File: src/rtl/dram_arb_pkg.sv
// Shared types and constants for the RAM_B two-master arbiter.
package dram_arb_pkg;

    typedef enum logic [1:0] {
        IDLE  = 2'd0,
        ISSUE = 2'd1,
        WAIT  = 2'd2,
        RESP  = 2'd3
    } state_t;

    localparam logic OWN_M0     = 1'b0;
    localparam logic OWN_M1     = 1'b1;
    localparam int   RD_LAT_MAX = 4;
    localparam int   WAIT_CNT_W = 2;

endpackage

File: src/rtl/dram_arb_pick.sv
// Combinational grant selection; DRAM_ARB_RR_EN selects round-robin, otherwise master 0 wins ties.
module dram_arb_pick
    import dram_arb_pkg::*;
(
    input  logic req0,
    input  logic req1,
    input  logic last_owner,
    output logic grant_valid,
    output logic grant_id
);

`ifdef DRAM_ARB_RR_EN
    localparam logic RR_EN = 1'b1;
`else
    localparam logic RR_EN = 1'b0;
`endif

    always_comb begin
        grant_valid = req0 | req1;
        grant_id    = OWN_M0;
        if (req0 && req1) begin
            grant_id = RR_EN ? ~last_owner : OWN_M0;
        end else if (req1) begin
            grant_id = OWN_M1;
        end
    end

endmodule

File: src/rtl/dram_arbiter.sv
// Two-master arbiter/sequencer for single-port RAM_B; tie policy set by DRAM_ARB_RR_EN in dram_arb_pick.
module dram_arbiter
    import dram_arb_pkg::*;
#(
    parameter int ADDR_W = 10,
    parameter int DATA_W = 32,
    parameter int RD_LAT = 1
) (
    input  logic                clk,
    input  logic                rst,
    input  logic                m0_req,
    input  logic [DATA_W/8-1:0] m0_we,
    input  logic [ADDR_W-1:0]   m0_addr,
    input  logic [DATA_W-1:0]   m0_wdata,
    output logic                m0_ack,
    output logic [DATA_W-1:0]   m0_rdata,
    input  logic                m1_req,
    input  logic [DATA_W/8-1:0] m1_we,
    input  logic [ADDR_W-1:0]   m1_addr,
    input  logic [DATA_W-1:0]   m1_wdata,
    output logic                m1_ack,
    output logic [DATA_W-1:0]   m1_rdata,
    output logic [ADDR_W-1:0]   ram_addr,
    output logic [DATA_W/8-1:0] ram_wea,
    output logic [DATA_W-1:0]   ram_dina,
    input  logic [DATA_W-1:0]   ram_douta,
    output logic                busy,
    output logic                owner
);

    localparam int BE_W = DATA_W / 8;

    state_t                  state;
    logic                    last_owner;
    logic [BE_W-1:0]         lat_we;
    logic [WAIT_CNT_W-1:0]   wait_cnt;
    logic                    grant_valid;
    logic                    grant_id;

    dram_arb_pick u_pick (
        .req0        (m0_req),
        .req1        (m1_req),
        .last_owner  (last_owner),
        .grant_valid (grant_valid),
        .grant_id    (grant_id)
    );

    // RAM drive is registered at the grant edge so it is valid throughout ISSUE;
    // owner doubles as the latched winner for the rest of the access.
    always_ff @(posedge clk or posedge rst) begin
        if (rst) begin
            state      <= IDLE;
            last_owner <= OWN_M1;
            owner      <= OWN_M0;
            busy       <= 1'b0;
            lat_we     <= '0;
            wait_cnt   <= '0;
            ram_addr   <= '0;
            ram_wea    <= '0;
            ram_dina   <= '0;
            m0_ack     <= 1'b0;
            m1_ack     <= 1'b0;
            m0_rdata   <= '0;
            m1_rdata   <= '0;
        end else begin
            m0_ack <= 1'b0;
            m1_ack <= 1'b0;
            case (state)
                IDLE: begin
                    if (grant_valid) begin
                        owner    <= grant_id;
                        busy     <= 1'b1;
                        lat_we   <= (grant_id == OWN_M1) ? m1_we    : m0_we;
                        ram_wea  <= (grant_id == OWN_M1) ? m1_we    : m0_we;
                        ram_addr <= (grant_id == OWN_M1) ? m1_addr  : m0_addr;
                        ram_dina <= (grant_id == OWN_M1) ? m1_wdata : m0_wdata;
                        state    <= ISSUE;
                    end
                end
                ISSUE: begin
                    ram_wea <= '0;
                    if ((lat_we != '0) || (RD_LAT == 1)) begin
                        state <= RESP;
                    end else begin
                        wait_cnt <= WAIT_CNT_W'(RD_LAT - 2);
                        state    <= WAIT;
                    end
                end
                WAIT: begin
                    if (wait_cnt == '0) begin
                        state <= RESP;
                    end else begin
                        wait_cnt <= wait_cnt - 1'b1;
                    end
                end
                RESP: begin
                    if (owner == OWN_M1) begin
                        m1_ack <= 1'b1;
                        if (lat_we == '0) m1_rdata <= ram_douta;
                    end else begin
                        m0_ack <= 1'b1;
                        if (lat_we == '0) m0_rdata <= ram_douta;
                    end
                    last_owner <= owner;
                    busy       <= 1'b0;
                    state      <= IDLE;
                end
                default: state <= IDLE;
            endcase
        end
    end

endmodule
File: config.mk
export PLATFORM = sky130hd
export DESIGN_NAME = dram_arbiter
export DESIGN_NICKNAME = d
export VERILOG_FILES = /design/src/rtl/dram_arb_pkg.sv /design/src/rtl/dram_arb_pick.sv /design/src/rtl/dram_arbiter.sv
export SDC_FILE = /design/constraint.sdc
export NUM_CORES = 1
export LEC_CHECK = 0
export ABC_AREA = 1
export BUFFER_PORTS_ARGS = -buffer_cell sky130_fd_sc_hd__buf_2
export CORE_ASPECT_RATIO = 2
export CORE_UTILIZATION = 47
export DETAILED_ROUTE_END_ITERATION = 10
export PLACE_DENSITY_LB_ADDON = 0.05
export SETUP_SLACK_MARGIN = 0.1
export SYNTH_ARGS = -nofsm -noshare
export SYNTH_HDL_FRONTEND = slang
export SYNTH_SLANG_ARGS = --single-unit
export TNS_END_PERCENT = 10
File: constraint.sdc
create_clock -name clk -period 4.5 [get_ports clk]
set_input_delay 0.675 -clock clk [delete_from_list [all_inputs] [get_ports clk]]
set_output_delay 0.675 -clock clk [all_outputs]
set_load 0.01 [all_outputs]
Word-level counts from Yosys, hierarchy flattened
Cells that the tools add are included.
{"block": "op_classes", "addsub": 1, "n_eq_ne": 5, "n_mux": 16, "bitwise": 3, "n_reduce_logical": 13}
{"cell": "32-bit two-way mux", "n": 1}
{"cell": "10-bit two-way mux", "n": 1}
{"cell": "2-bit AND reduction", "n": 5}
{"cell": "4-bit two-way mux", "n": 2}
{"cell": "2-bit case mux with 4 select lines", "n": 1}
{"cell": "4-bit case mux with 2 select lines", "n": 1}
{"cell": "1-bit two-way mux", "n": 7}
{"cell": "3-bit AND reduction", "n": 2}
{"cell": "2-bit equality test (second input constant)", "n": 2}
{"cell": "2-bit zero test", "n": 2}
{"cell": "4-bit zero test", "n": 1}
{"cell": "2-bit two-way mux", "n": 2}
{"cell": "2-bit inequality test (second input constant)", "n": 2}
{"cell": "2-bit nonzero test", "n": 2}
{"cell": "2-bit by 1-bit equality test with 1-bit output (second input constant)", "n": 1}
{"cell": "1-bit inverter", "n": 2}
{"cell": "1-bit case mux with 2 select lines", "n": 1}
{"cell": "2-bit by 1-bit subtractor with 2-bit output (second input constant)", "n": 1}
{"cell": "1-bit logical AND", "n": 1}
{"cell": "1-bit bitwise OR", "n": 1}
{"block": "word_totals", "reg_bits": 122, "in_bits": 128, "output_inout_bits": 114, "word_cells": 50}

Logic depth before layout (Yosys ltp)
{"block": "depth", "word_depth": 5, "depth_mapped": 8, "mapped_depth_nobuf": 7}

By module
A second synthesis with hierarchy kept.
{"block": "unflattened", "hier_cells": 613, "hier_area_um2": 5375.2}
{"module": "dram_arbiter", "instances": 1, "cells_each": 609, "area_each_um2": 5360.1, "seq_area_each_um2": 3079.2}
{"module": "dram_arb_pick", "instances": 1, "cells_each": 4, "area_each_um2": 15.0, "seq_area_each_um2": 0.0}

Worst setup path after synthesis
Ideal clock, no wire load.
{"block": "synth_path", "kind": "input-to-reg", "startpoint": "input m0_req", "endpoint": "register ram_dina[10]", "setup_time_ns": 0.121, "arrival_time_ns": 1.346, "t_required_ns": 4.379, "setup_slack_ns": 3.032, "cell_stages": 6, "path_buffers": 2, "cell_sequence": "inv_1 -> nand2_2 -> buf_4 -> buf_2 -> nor2_1 -> o21ai_1"}
{"block": "synth_between", "elab_chain_cells": 3, "word_cells_on_any_way": 5, "classes_between": "2 x mux; 1 x bitwise; 2 x reduce/logical"}
{"element": "start, declared", "line": "dram_arbiter.sv:11", "rtl": "input logic m0_req,"}
{"element": "1-bit logical AND", "line": "dram_arb_pick.sv:21", "rtl": "if (req0 && req1) begin"}
{"element": "1-bit two-way mux", "line": "dram_arb_pick.sv:21"}
{"element": "32-bit two-way mux", "line": "dram_arbiter.sv:76", "rtl": "ram_dina <= (grant_id == OWN_M1) ? m1_wdata : m0_wdata;"}
{"element": "end signal, assigned", "line": "dram_arbiter.sv:76"}
{"element": "end, declared", "line": "dram_arbiter.sv:25", "rtl": "output logic [DATA_W-1:0] ram_dina,"}
Parallel ways exist; a longest one is shown, timed or not.
A chain may end at the register's enable or synchronous reset.

Worst setup path in the final report
{"block": "layout_path", "startpoint": "register state[0]", "endpoint": "register m0_rdata[27]"}
{"block": "layout_between", "elab_chain_cells": 2}
{"element": "start, declared", "line": "dram_arbiter.sv:33", "rtl": "state_t state;"}
{"element": "start signal, assigned", "line": "dram_arbiter.sv:52", "rtl": "state <= IDLE;"}
{"element": "start signal, assigned", "line": "dram_arbiter.sv:77", "rtl": "state <= ISSUE;"}
{"element": "start signal, assigned", "line": "dram_arbiter.sv:83", "rtl": "state <= RESP;"}
{"element": "2-bit equality test", "line": "dram_arbiter.sv:68", "rtl": "case (state)"}
{"element": "3-bit AND reduction (no line)"}
{"element": "end signal, assigned", "line": "dram_arbiter.sv:102", "rtl": "if (lat_we == '0) m0_rdata <= ram_douta;"}
{"element": "end, declared", "line": "dram_arbiter.sv:16", "rtl": "output logic [DATA_W-1:0] m0_rdata,"}
Every way passes these cells.

==> qor.csv <==
stage;metric;value;unit
status;outcome;finished, final reports clean;
route;via_count;4885;
route;drt_iter0_markers;192;
logic_synthesis;synth-seq-cells;122;
grt;overflow;0;
sta;worst_pin_slew;1080;ps
setup_path;worstPathMaxFanout;64;
clock_tree;clockBufferDepth;2;
pwr;intPower;3280;µW
sta;fin_tns_setup;0;ps
route;drt_wl_total;13500;µm
logic_synthesis;ys_seq_area_frac;0.579;
pwr;clkPwrFrac;0.278;
clock_tree;cts_tree;done;
floorplanning;initial_core_util;0.482;
clock_tree;cts_buffers;17;
pwr;leakage;0.00418;µW
pwr;power_density;706;nW/µm²
clock_tree;clk_pin_slew;60;ps
setup_path;start_kind;flip-flop;
cells_and_area;postLayoutCellArea;7170;µm²
clock_tree;clock_sinks;122;
setup_path;cp_data_required_time;4770;ps
route;routedWlPerCell;13.1;µm
logic_synthesis;syn_area;5270;µm²
clock_tree;cts-htree-levels;4;
clock_tree;post-cts-setup-buffers;0;
clock_tree;cts_hold_buf;0;
sta;post-route-period-util;0.523;
floorplanning;ios;242;
setup_path;crit_arrival;2630;ps
pwr;swShare;0.353;
pwr;combPwrFrac;0.341;
placed_design;place.gp.congestion;0.811;
clock_tree;insertion_delay;400;ps
cells_and_area;layout.nets;1012;
floorplanning;fp.dieW;76.9;µm
sta;skew;9.53;ps
sta;rsz0062_at_grt;no;
clock_tree;ctsResizeCount;0;
floorplanning;die_y;152;µm
logic_synthesis;yosysTopAreaCell;dfrtp_1;
cells_and_area;final_cell_mix;241 x buf_2, 225 x nand2_1, 122 x dfrtp_1, 85 x inv_1, 67 x o21ai_0;
setup_path;critPathKind;flip-flop to flip-flop;
route;postRouteAntennaNets;0;
logic_synthesis;synth_area_leaders;dfrtp_1 58%, nand2_1 16%, o21ai_0 6.4%, inv_1 6.1%, o21ai_1 4.1%;
sta;min_period;2350;ps
run;drv_cap;0;
grt;grt_pass1_vias;4831;
sta;max_slew_margin;0.276;
placed_design;dp_cells;999;
sta;finalHoldViolCount;0;
floorplanning;die_area;11700;µm²
sta;setup_viol;0;
grt;grt_pass1_wl;22600;µm
worst_hold_path;holdCritPathClass;primary input to asynchronous set/reset pin;
pwr;p_seq_frac;0.381;
placed_design;hpwl;9650;µm
placed_design;portBuffers;241;
pwr;p_switching;1790;µW
sta;drv_slew;0;
grt;grt_max_degree;74;
logic_synthesis;synth_fp_nets;779;
grt;grtUsageTotal;0.245;
cells_and_area;area_delta_synth_final;36.0;%
placed_design;placed_cell_area;6550;µm²
cells_and_area;final_common_cell;buf_2;
cells_and_area;instances_no_fill;1032;
grt;antenna_found_initial;1;
floorplanning;rows;54;
logic_synthesis;synthCells;645;
logic_synthesis;synth_warnings;0;
route;route.detailed.drc;0;
sta;fin_hold_ws;467;ps
logic_synthesis;synth.distinct_cells;17;
setup_path;end_kind;flip-flop;
sta;fmaxAchievable;425;MHz
floorplanning;core-area;10900;µm²
pwr;ir_drop;334;µV
logic_synthesis;netlist.area_leader.share;0.579;
logic_synthesis;syn_area_per_cell;8.18;µm²
route;post_drt_via_cell_ratio;4.73;
cells_and_area;drive_gt1_frac;0.316;
clock_tree;clock_tree.root_cell;clkbuf_16;
route;dr.pass1.iters;4;
[flip-flops by register name, summed over array words and instances, names as in the netlist]
name	flops
busy	1
lat_we	4
m0_ack	1
m0_rdata	32
m1_ack	1
m1_rdata	32
owner	1
ram_addr	10
ram_dina	32
ram_wea	4
state	2
wait_cnt	2
[per-stage QoR]
step | total power, µW | setup slack [ps] | util
6_report | 5070 | 2150 | 0.655
5_1_grt | 5420 | 1840 | 0.655
4_1_cts | 5130 | 2120 | 0.655
3_3_place_gp | 3620 | 2230 | 0.598
3_5_place_dp | 3690 | 2140 | 0.598
2_1_floorplan | 2890 | 582 | -
[per-layer routing]
layer,GRT usage,part of all wire,up-vias
li1,-,-,2436
met5,0,0,-
met3,0.0625,0.055,20
met2,0.424,0.53,181
met1,0.282,0.40,2248
met4,0.108,0.024,0
[synth_stat cells]
library cell,n
nand3_2,2
inv_2,1
buf_4,1
xor2_1,1
nor2_2,1
buf_2,14
nand2_1,225
inv_1,86
clkbuf_1,16
dfrtp_1,122
nand2_2,1
nand3_1,13
o21ai_1,43
ha_1,6
nor2_4,1
o21ai_0,67
nor2_1,45
[cells by family (layout without fill, tap and decap cells)]
group / count (synthesis) / after routing / synth area share
buffers and inverters: 118 / 364 / 0.0880
xor gates and xnor gates: 1 / 1 / 0.00166
AOI/OAI and AO/OA: 110 / 110 / 0.104
other: 0 / 1 / 0
DFF: 122 / 122 / 0.579
adders and majority gates: 6 / 6 / 0.0142
and+or+nand+nor: 288 / 288 / 0.213
[cell type report]
class                           instances  area [µm²]
Clock inverter                         12         173
Timing Repair Buffer                  245        1240
Clock buffer                           20         447
Inverter                               87         329
Multi-Input combinational cell        405        1760
Sequential cell                       122        3050
Antenna cell                            1        2.50
Fill cell                            1015        3770
Tap cell                              140         175
[power groups by stage]
| stage | combinational [µW] | sequential (µW) | clock [µW] |
|---|---|---|---|
| final | 1730 | 1930 | 1410 |
| after global routing | 1940 | 2000 | 1480 |
| after CTS | 1760 | 1930 | 1430 |
| after detailed placement | 1750 | 1940 | 0 |
| after global placement | 1710 | 1920 | 0 |
| after floorplan | 720 | 2170 | 0 |
[worst paths after layout]
path / startpoint / end / slack (ps) / cells past startpoint
max in group asynchronous: rst / state[1]$_DFFE_PP0P_ / 3110 / 3
min in group clk: m0_rdata[15]$_DFFE_PP0P_ / m0_rdata[15]$_DFFE_PP0P_ / 480 / 2
hold reg to reg: m0_rdata[15]$_DFFE_PP0P_ / m0_rdata[15]$_DFFE_PP0P_ / 480 / 2
setup / recovery: state[0]$_DFFE_PP0P_ / m0_rdata[27]$_DFFE_PP0P_ / 2150 / 5
setup reg to reg: state[0]$_DFFE_PP0P_ / m0_rdata[27]$_DFFE_PP0P_ / 2150 / 5
hold / removal: rst / ram_dina[18]$_DFFE_PP0P_ / 470 / 2
[critical path, stage by stage, from the launching register on]
cell and delay (ps):
dfrtp_1 430, ha_1 220, inv_1 60, nor2_2 150
nand3_2 840, o21ai_0 530
(Power assumes the default switching activity.)
